## src/rtl/instr_loader.sv

```systemverilog
`default_nettype none
// ============================================================================
// Module   : instr_loader
// Purpose  : Boot-time loader. Receives a length-prefixed, XOR-checksummed
//            byte stream and writes little-endian 32-bit words into the
//            instruction memory starting at BASE_ADDR. busy holds the CPU off.
// Revision : 1.0 - initial release
// ============================================================================
module instr_loader #(
  parameter int unsigned               DATA_WIDTH        = 8,
  parameter int unsigned               ADDRESS_WIDTH     = 32,
  parameter int unsigned               INSTRUCTION_WIDTH = 32,
  parameter logic [ADDRESS_WIDTH-1:0]  BASE_ADDR         = 32'hBFC00000,
  parameter int unsigned               MEM_BYTES         = 4096
) (
  input  logic                          clk,
  input  logic                          rst_n,
  input  logic                          start,
  input  logic                          byte_valid,
  input  logic [DATA_WIDTH-1:0]         byte_data,
  output logic                          byte_ready,
  output logic                          we,
  output logic [ADDRESS_WIDTH-1:0]      waddr,
  output logic [INSTRUCTION_WIDTH-1:0]  wdata,
  output logic                          busy,
  output logic                          done,
  output logic                          error
);

  // Byte counter holds values up to MEM_BYTES without wrapping.
  localparam int unsigned CNT_W   = $clog2(MEM_BYTES + 1);
  localparam int unsigned SHIFT_W = INSTRUCTION_WIDTH - DATA_WIDTH;
  localparam int unsigned LEN_W   = 2 * DATA_WIDTH;

  localparam logic [CNT_W-1:0] CNT_ONE = 1;

  localparam logic [2:0] S_IDLE    = 3'd0;
  localparam logic [2:0] S_LEN_LO  = 3'd1;
  localparam logic [2:0] S_LEN_HI  = 3'd2;
  localparam logic [2:0] S_PAYLOAD = 3'd3;
  localparam logic [2:0] S_CHECK   = 3'd4;
  localparam logic [2:0] S_DONE    = 3'd5;
  localparam logic [2:0] S_ERROR   = 3'd6;

  logic [2:0]            state;
  logic [DATA_WIDTH-1:0] len_lo;
  logic [CNT_W-1:0]      len;
  logic [CNT_W-1:0]      count;
  logic [DATA_WIDTH-1:0] checksum;
  logic [SHIFT_W-1:0]    shift;

  logic                  accept;
  logic [LEN_W-1:0]      length;
  logic                  len_ok;
  logic                  last_byte;
  logic                  lane3;
  logic [CNT_W-1:0]      word_offset;

  // Session is active (and bytes are taken unconditionally) between start and the checksum.
  always_comb begin
    busy       = (state == S_LEN_LO) || (state == S_LEN_HI) ||
                 (state == S_PAYLOAD) || (state == S_CHECK);
    byte_ready = busy;
    accept     = byte_valid && byte_ready;
    length     = {byte_data, len_lo};
    len_ok     = (length != '0) && (length[1:0] == 2'b00) &&
                 (32'(length) <= 32'(MEM_BYTES));
    last_byte  = (count == (len - CNT_ONE));
    lane3      = (count[1:0] == 2'b11);
    word_offset = {count[CNT_W-1:2], 2'b00};
  end

  // Session FSM, word assembly, checksum accumulation and registered write port.
  always_ff @(posedge clk or negedge rst_n) begin
    if (!rst_n) begin
      state    <= S_IDLE;
      len_lo   <= '0;
      len      <= '0;
      count    <= '0;
      checksum <= '0;
      shift    <= '0;
      we       <= 1'b0;
      waddr    <= BASE_ADDR;
      wdata    <= '0;
      done     <= 1'b0;
      error    <= 1'b0;
    end else begin
      we <= 1'b0;
      case (state)
        S_IDLE, S_DONE, S_ERROR: begin
          if (start) begin
            state    <= S_LEN_LO;
            done     <= 1'b0;
            error    <= 1'b0;
            checksum <= '0;
            count    <= '0;
          end
        end
        S_LEN_LO: begin
          if (accept) begin
            len_lo <= byte_data;
            state  <= S_LEN_HI;
          end
        end
        S_LEN_HI: begin
          if (accept) begin
            if (len_ok) begin
              len   <= length[CNT_W-1:0];
              state <= S_PAYLOAD;
            end else begin
              error <= 1'b1;
              state <= S_ERROR;
            end
          end
        end
        S_PAYLOAD: begin
          if (accept) begin
            checksum <= checksum ^ byte_data;
            shift    <= {byte_data, shift[SHIFT_W-1:DATA_WIDTH]};
            count    <= count + CNT_ONE;
            // Lane 3 completes a word: older bytes sit in the low lanes.
            if (lane3) begin
              we    <= 1'b1;
              waddr <= BASE_ADDR + ADDRESS_WIDTH'(word_offset);
              wdata <= {byte_data, shift};
            end
            if (last_byte) begin
              state <= S_CHECK;
            end
          end
        end
        S_CHECK: begin
          // Already-written words stay in memory regardless of the outcome.
          if (accept) begin
            if (byte_data == checksum) begin
              done  <= 1'b1;
              state <= S_DONE;
            end else begin
              error <= 1'b1;
              state <= S_ERROR;
            end
          end
        end
        default: state <= S_IDLE;
      endcase
    end
  end

endmodule
`default_nettype wire

```

## config.mk

```make
export PLATFORM = sky130hd
export DESIGN_NAME = instr_loader
export DESIGN_NICKNAME = d
export VERILOG_FILES = /design/src/rtl/instr_loader.sv
export SDC_FILE = /design/constraint.sdc
export NUM_CORES = 1
export LEC_CHECK = 0
export CORE_ASPECT_RATIO = 1.25
export CORE_MARGIN = 1
export CORE_UTILIZATION = 56
export CTS_BUF_LIST = sky130_fd_sc_hd__clkbuf_4 sky130_fd_sc_hd__clkbuf_8
export DETAILED_ROUTE_END_ITERATION = 10
export GPL_ROUTABILITY_DRIVEN = 1
export GPL_TIMING_DRIVEN = 0
export PLACE_DENSITY = 0.82
export SLEW_MARGIN = 20
export SYNTH_ARGS = -nofsm -noshare
export SYNTH_HDL_FRONTEND = slang
export SYNTH_SLANG_ARGS = --single-unit
export TNS_END_PERCENT = 10
```

## constraint.sdc

```tcl
create_clock -name clk -period 2.59 [get_ports clk]
set_input_delay 0.518 -clock clk [delete_from_list [all_inputs] [get_ports clk]]
set_output_delay 0.518 -clock clk [all_outputs]
set_load 0.01 [all_outputs]
```

Word-level counts from Yosys, hierarchy flattened
Index checks and enable logic that the tools add are counted.
Word-level totals
  flip-flop bits (word level): 136
  input port bits: 12
  output and inout port bits: 69
Cells by class
  add/sub/neg operators: 3
  magnitude comparators: 1
  equality and inequality tests: 18
  multiplexer cells: 27
  bitwise operators: 1
  reductions and logical operators: 21
Operators with widths (number)
  $add A32 B13 Y32 const A: 1
  $mux W13: 2
  $pmux W13 S2: 1
  $mux W3: 7
  $le A16 B13 Y1 const B: 1
  $mux W8: 2
  $ne A2 B2 Y1 const B: 8
  $pmux W8 S2: 1
  $reduce_bool A16 Y1: 1
  $pmux W3 S5: 1
  $add A13 B1 Y13 const B: 1
  $eq A13 B13 Y1: 1
  $sub A13 B1 Y13 const B: 1
  $reduce_and A6 Y1: 2
  $mux W1: 10
  $eq A3 B3 Y1 const B: 3
  $reduce_and A3 Y1: 3
  $eq A8 B8 Y1: 1
  $xor A8 B8 Y8: 1
  $eq A3 B2 Y1 const B: 2
  $reduce_and A2 Y1: 2
  $reduce_and A4 Y1: 1
  $reduce_bool A2 Y1: 2
  $eq A3 B1 Y1 const B: 1
  other kinds (11): 15

Longest topological paths before layout
  depth in word-level cells: 7
  gate-level depth with buffers: 8
  mapped depth without buffers: 8

Worst setup path before layout
Ideal clock, no wire load.
  kind: reg2reg
  from: register len[3]
  to: register state[0]
  setup time: 0.123 ns
  arrival time: 1.944 ns
  slack: 0.523 ns
  cell stages (with the launch flop): 7
  cell sequence: dfrtp_1 buf_6 or4_4 or3_1 o31ai_1 nand4_1 o221a_1
Between the ends
  cells in the longest elaborated chain, start to end: 4
RTL lines
  start, declared: line 47  | logic [CNT_W-1:0] len;
  start signal, assigned: line 108  | len <= length[CNT_W-1:0];
  $sub A13 B1 Y13: line 68  | last_byte = (count == (len - CNT_ONE));
  $eq A13 B13 Y1: line 68
  $ne A2 B2 Y1 (no line)
  $reduce_and A6 Y1 (no line)
  end signal, assigned: line 76  | state <= S_IDLE;
  end signal, assigned: line 92  | state <= S_LEN_LO;
  end signal, assigned: line 102  | state <= S_LEN_HI;
  end, declared: line 45  | logic [2:0] state;
No other way between the ends.
A chain may end at the register's enable or synchronous reset.

Worst setup path in the final report
  from: register state[0]
  to: output byte_ready
Between the ends
  cells in the longest elaborated chain, start to end: 4
  elaborated cells between the ends (all ways): 7
  those cells by class: eq/ne (4); reduce/logical (3)
RTL lines
  $eq A3 B1 Y1 or $eq A3 B2 Y1 (tied branches): line 61  | busy = (state == S_LEN_LO) || (state == S_LEN_HI) ||
  $logic_or A1 B1 Y1 (2 in series): line 61
  $logic_or A1 B1 Y1 *: line 62  | (state == S_PAYLOAD) || (state == S_CHECK);
  end, declared: line 21  | output logic byte_ready,
Every way passes the cells marked *; elsewhere a longest branch is shown, timed or not.

==> results summary <==
Wires add up to ~12000 um. In this run the cell area of the synthesized design comes to around 0.0054 mm^2. The count of pins over their slew limit is 0.

Counting I/O delays and the setup requirement, the final critical path takes about 2500 ps. Detailed routing placed a total of 6174 um of wire on met2. The via count of the first global-routing pass was approximately 4.1k. The number of inserted filler cells in the final layout is 678. Of all nets on the critical path, the largest fanout is 5. The synthesized design contains 115 register bits. The library cells used most frequently in the layout, excluding fill and tap cells, are dfrtp_1 (114), nand2_1 (83), mux2_2 (63), clkdlybuf4s50_1 (55), nor2_1 (37).

The number of top-level pins is 81. In this run the post-CTS setup repair buffer count came out at 0. The share of final-layout standard cells stronger than drive strength 1 came out at 0.2129. The transition at the pin with the smallest max-transition slack is between 700 and 800 ps. Setup violations remaining at the end of the flow were counted as 0. Setup repair after global routing left no endpoint under its margin. The worst path meets setup with a little over 70 ps of slack. The last weighted congestion value of the routability-driven placer came out at 0.8690. The flow ran to the end, and the final reports show no timing, DRC or antenna violations. The starting density of the core is 0.5874.

The utilization after layout came out at 0.7170. The commonest non-fill, non-tap cell in the layout is dfrtp_1. Yosys attributes the largest share of cell area to dfrtp_1 (53%), mux2_2 (13%), nand2_1 (5.7%), xnor2_1 (3.9%), buf_4 (3.0%).

STA classifies the critical path startpoint as a flip-flop. Data arrives at the worst endpoint at ~2000 ps. The clock transition at the registers of the reported paths came out at 70 ps. The mean cell area of the mapped netlist is roughly 11 um^2.

The headroom to the max-slew limit is 0.4991. The total of buffers placed on input and output ports came out at between 50 and 60. Synthesis produced a netlist whose cell count is just over 500. Wire segments on met3 add up to between 700 and 800 um in the final route. Dividing the detail-routed wire length by the instance count gives between 15 and 20 um. The signal on the critical path passes through nor2_1 -> xnor2_1 -> buf_4 -> clkdlybuf4s50_1. The vias after detailed routing is between 4k and 5k.

Entering global routing, the biggest net connects 85 pins. The number of sinks driven by the clock tree is 115. The worst IR drop on VDD came out at just over 700 uV.

Clock latency on the worst-skew pair, taken at its later pin, is approximately 450 ps. The path class of the tightest hold or removal check is primary input to flip-flop. The maximum buffer depth of the clock tree came out at 2. The fraction of the cycle the final worst path needs is 0.9721.

In the routed design, unresolved DRC markers number 0. The routed metal-1 wirelength came out at 4721 um. The number of distinct library cell variants in the gate-level netlist after synthesis is between 40 and 50. The number of antenna violations at the first check in global routing came out at 0. The number of cells in the design after placement came out at a little over 700. The vias per cell is 5.532.

The top cell family by delay on the critical path is buffers and inverters. The final non-filler cell total came out at about 740. The yosys synthesis warning count came out at 0. The achievable clock frequency came out at 397.2 MHz.

From bottom edge to top edge, the die measures 112.3 um. The async set-reset flop share out of synthesis came out at 1.000. In this run the power density over the cells is between 1000 and 1500 mW/mm^2. Max-cap violations in this run came to 0. After the first detailed-routing iteration, the DRC count stood at 214. The worst setup path is of the flip-flop to output port kind. The area share of the largest cell type after synthesis is 0.5284. The area growth from synthesis to layout is 22.05%.

dfrtp_1 takes more of the synthesized area than any other cell. The register area came out at between 0.002 and 0.003 mm^2. The delay contributed by the slowest stage of the critical path came out at about 520 ps. In this run the top signal layer used is met4. The number of buffers added by the clock tree synthesis step is 17. The sequential-to-total area share from yosys stat came out at 0.5284. The number of synthesized flops with an enable pin is 0.

The horizontal extent of the die came out at approximately 90 um. The standard-cell row count came out at 39. Between clock sinks in the finished design, the worst skew comes to roughly 8.3 ps. The CTS root buffer is clkbuf_8. The number of H-tree levels came out at 4. The total chip power is 7.284 mW. After the last flow step, the layout net total stands at between 600 and 700. The leakage dissipation came out at 3.114 nW. The kind of end point of the critical path is an output port.

Once layout is done, the placed cells without fillers occupy around 0.0066 mm^2. The first-pass GRT wire length is around 20000 um. The post-placement cell area came out at around 0.0063 mm^2. The area occupied by multi-input gates is approximately 0.0023 mm^2.

The first TritonRoute pass finished after 5 iterations. For this design, the slowest cell found on the critical path is clkdlybuf4s50_1. The antenna violation net count after detailed routing is 0. The most used flip-flop cell after synthesis is dfrtp_1. The critical path buffer and inverter count is 2. After floorplanning, the core was sized to cover 0.009271 mm^2. The overall routing resource usage came out at 0.2549. The final hold violation count came out at 0. The worst slack after detailed placement came out at -214.0 ps. The TritonCTS clock tree is built. The placed wire-length estimate after detailed placement is between 8000 and 9000 um.

The data required time at the worst endpoint is roughly 2100 ps. The total congestion overflow after global routing came out at 0. The number of antenna cells inserted came out at 0. The total die area is between 0.01 and 0.015 mm^2.
==> metal layers <==
layer,GRT usage,vias up
li1,-,1901
met1,0.2961,2017
met2,0.4341,159
met3,0.07046,33
met4,0.1280,0
met5,0,-
==> sequential cells by signal, summed over array words and instances (netlist names) <==
register	count
state	3
shift	24
len_lo	8
count	13
done	1
checksum	8
wdata	32
waddr	11
error	1
len	13
we	1
==> cell families after synthesis <==
kind of cell / Yosys count / synth area share
xor+xnor: 36 / 0.05789
fa+ha+maj: 2 / 0.004594
simple gates: 179 / 0.1532
buf+inv: 55 / 0.05559
compound gates: 58 / 0.06501
mux: 65 / 0.1339
other cells: 2 / 0.001379
flops: 115 / 0.5284
==> where the power goes <==
group / internal (mW) / total [mW] / switching (mW)
sequential: 2.45 / 2.98 / 0.532
clock: 0.788 / 1.58 / 0.788
combinational: 1.39 / 2.73 / 1.33
==> Yosys cell counts (5+ instances only) <==
cell        n
buf_4      22
and2_1      5
clkbuf_1   17
nand3_1     8
o21ai_0    26
buf_2       5
mux2_2     63
xor2_1     12
nor4_1      7
inv_1       7
nand2b_1    5
nor2_1     37
nand2_1    83
dfrtp_1   115
a21oi_1    12
nor3_1      9
nand4_1     7
xnor2_1    24
==> path summary, 6_finish.rpt <==
check                      startpoint    endpoint  slack, ps  cells past startpoint
min                        byte_valid    state[1]        470                      3
max in group asynchronous       rst_n   shift[17]       1360                      3
max                          state[0]  byte_ready         70                      4
max reg2reg                  state[2]    count[6]        210                      7
min in group asynchronous       rst_n   waddr[10]        520                      2
min reg2reg                  shift[5]    shift[5]        480                      2
==> worst register-to-register path, cell delays in order (launching register included) <==
cell and delay (ps):
dfrtp_2 460, nand2b_1 230, nor3_4 470, a21oi_1 260, clkbuf_1 330, nor3b_1 300, xnor2_1 150, nor2_1 50
==> per-stage QoR <==
step / hold slack (ps) / TNS, ps
detailed placement: 419.3 / -1781
global route: 495.1 / 0
finish: 471.7 / 0
CTS: 450.5 / 0
floorplan: 222.4 / 0
global placement: 454.0 / -366200
==> final cells by class <==
cell class,instances,share of cell area
plain buffers,45,0.04009
well taps,123,0.02315
clock inverters,14,0.01957
clock buffers,18,0.03727
inverters,9,0.005082
repair buffers,58,0.09016
flip-flops and latches,115,0.4331
multi-input cells,361,0.3516
==> timing repair <==
item,4_1_cts,5_1_grt
setup endpoints to repair,2,2
gates resized for setup,1,1
hold endpoints to repair,31,0
hold buffers,1,0
pin swaps,0,1
(Power assumes the default switching activity.)
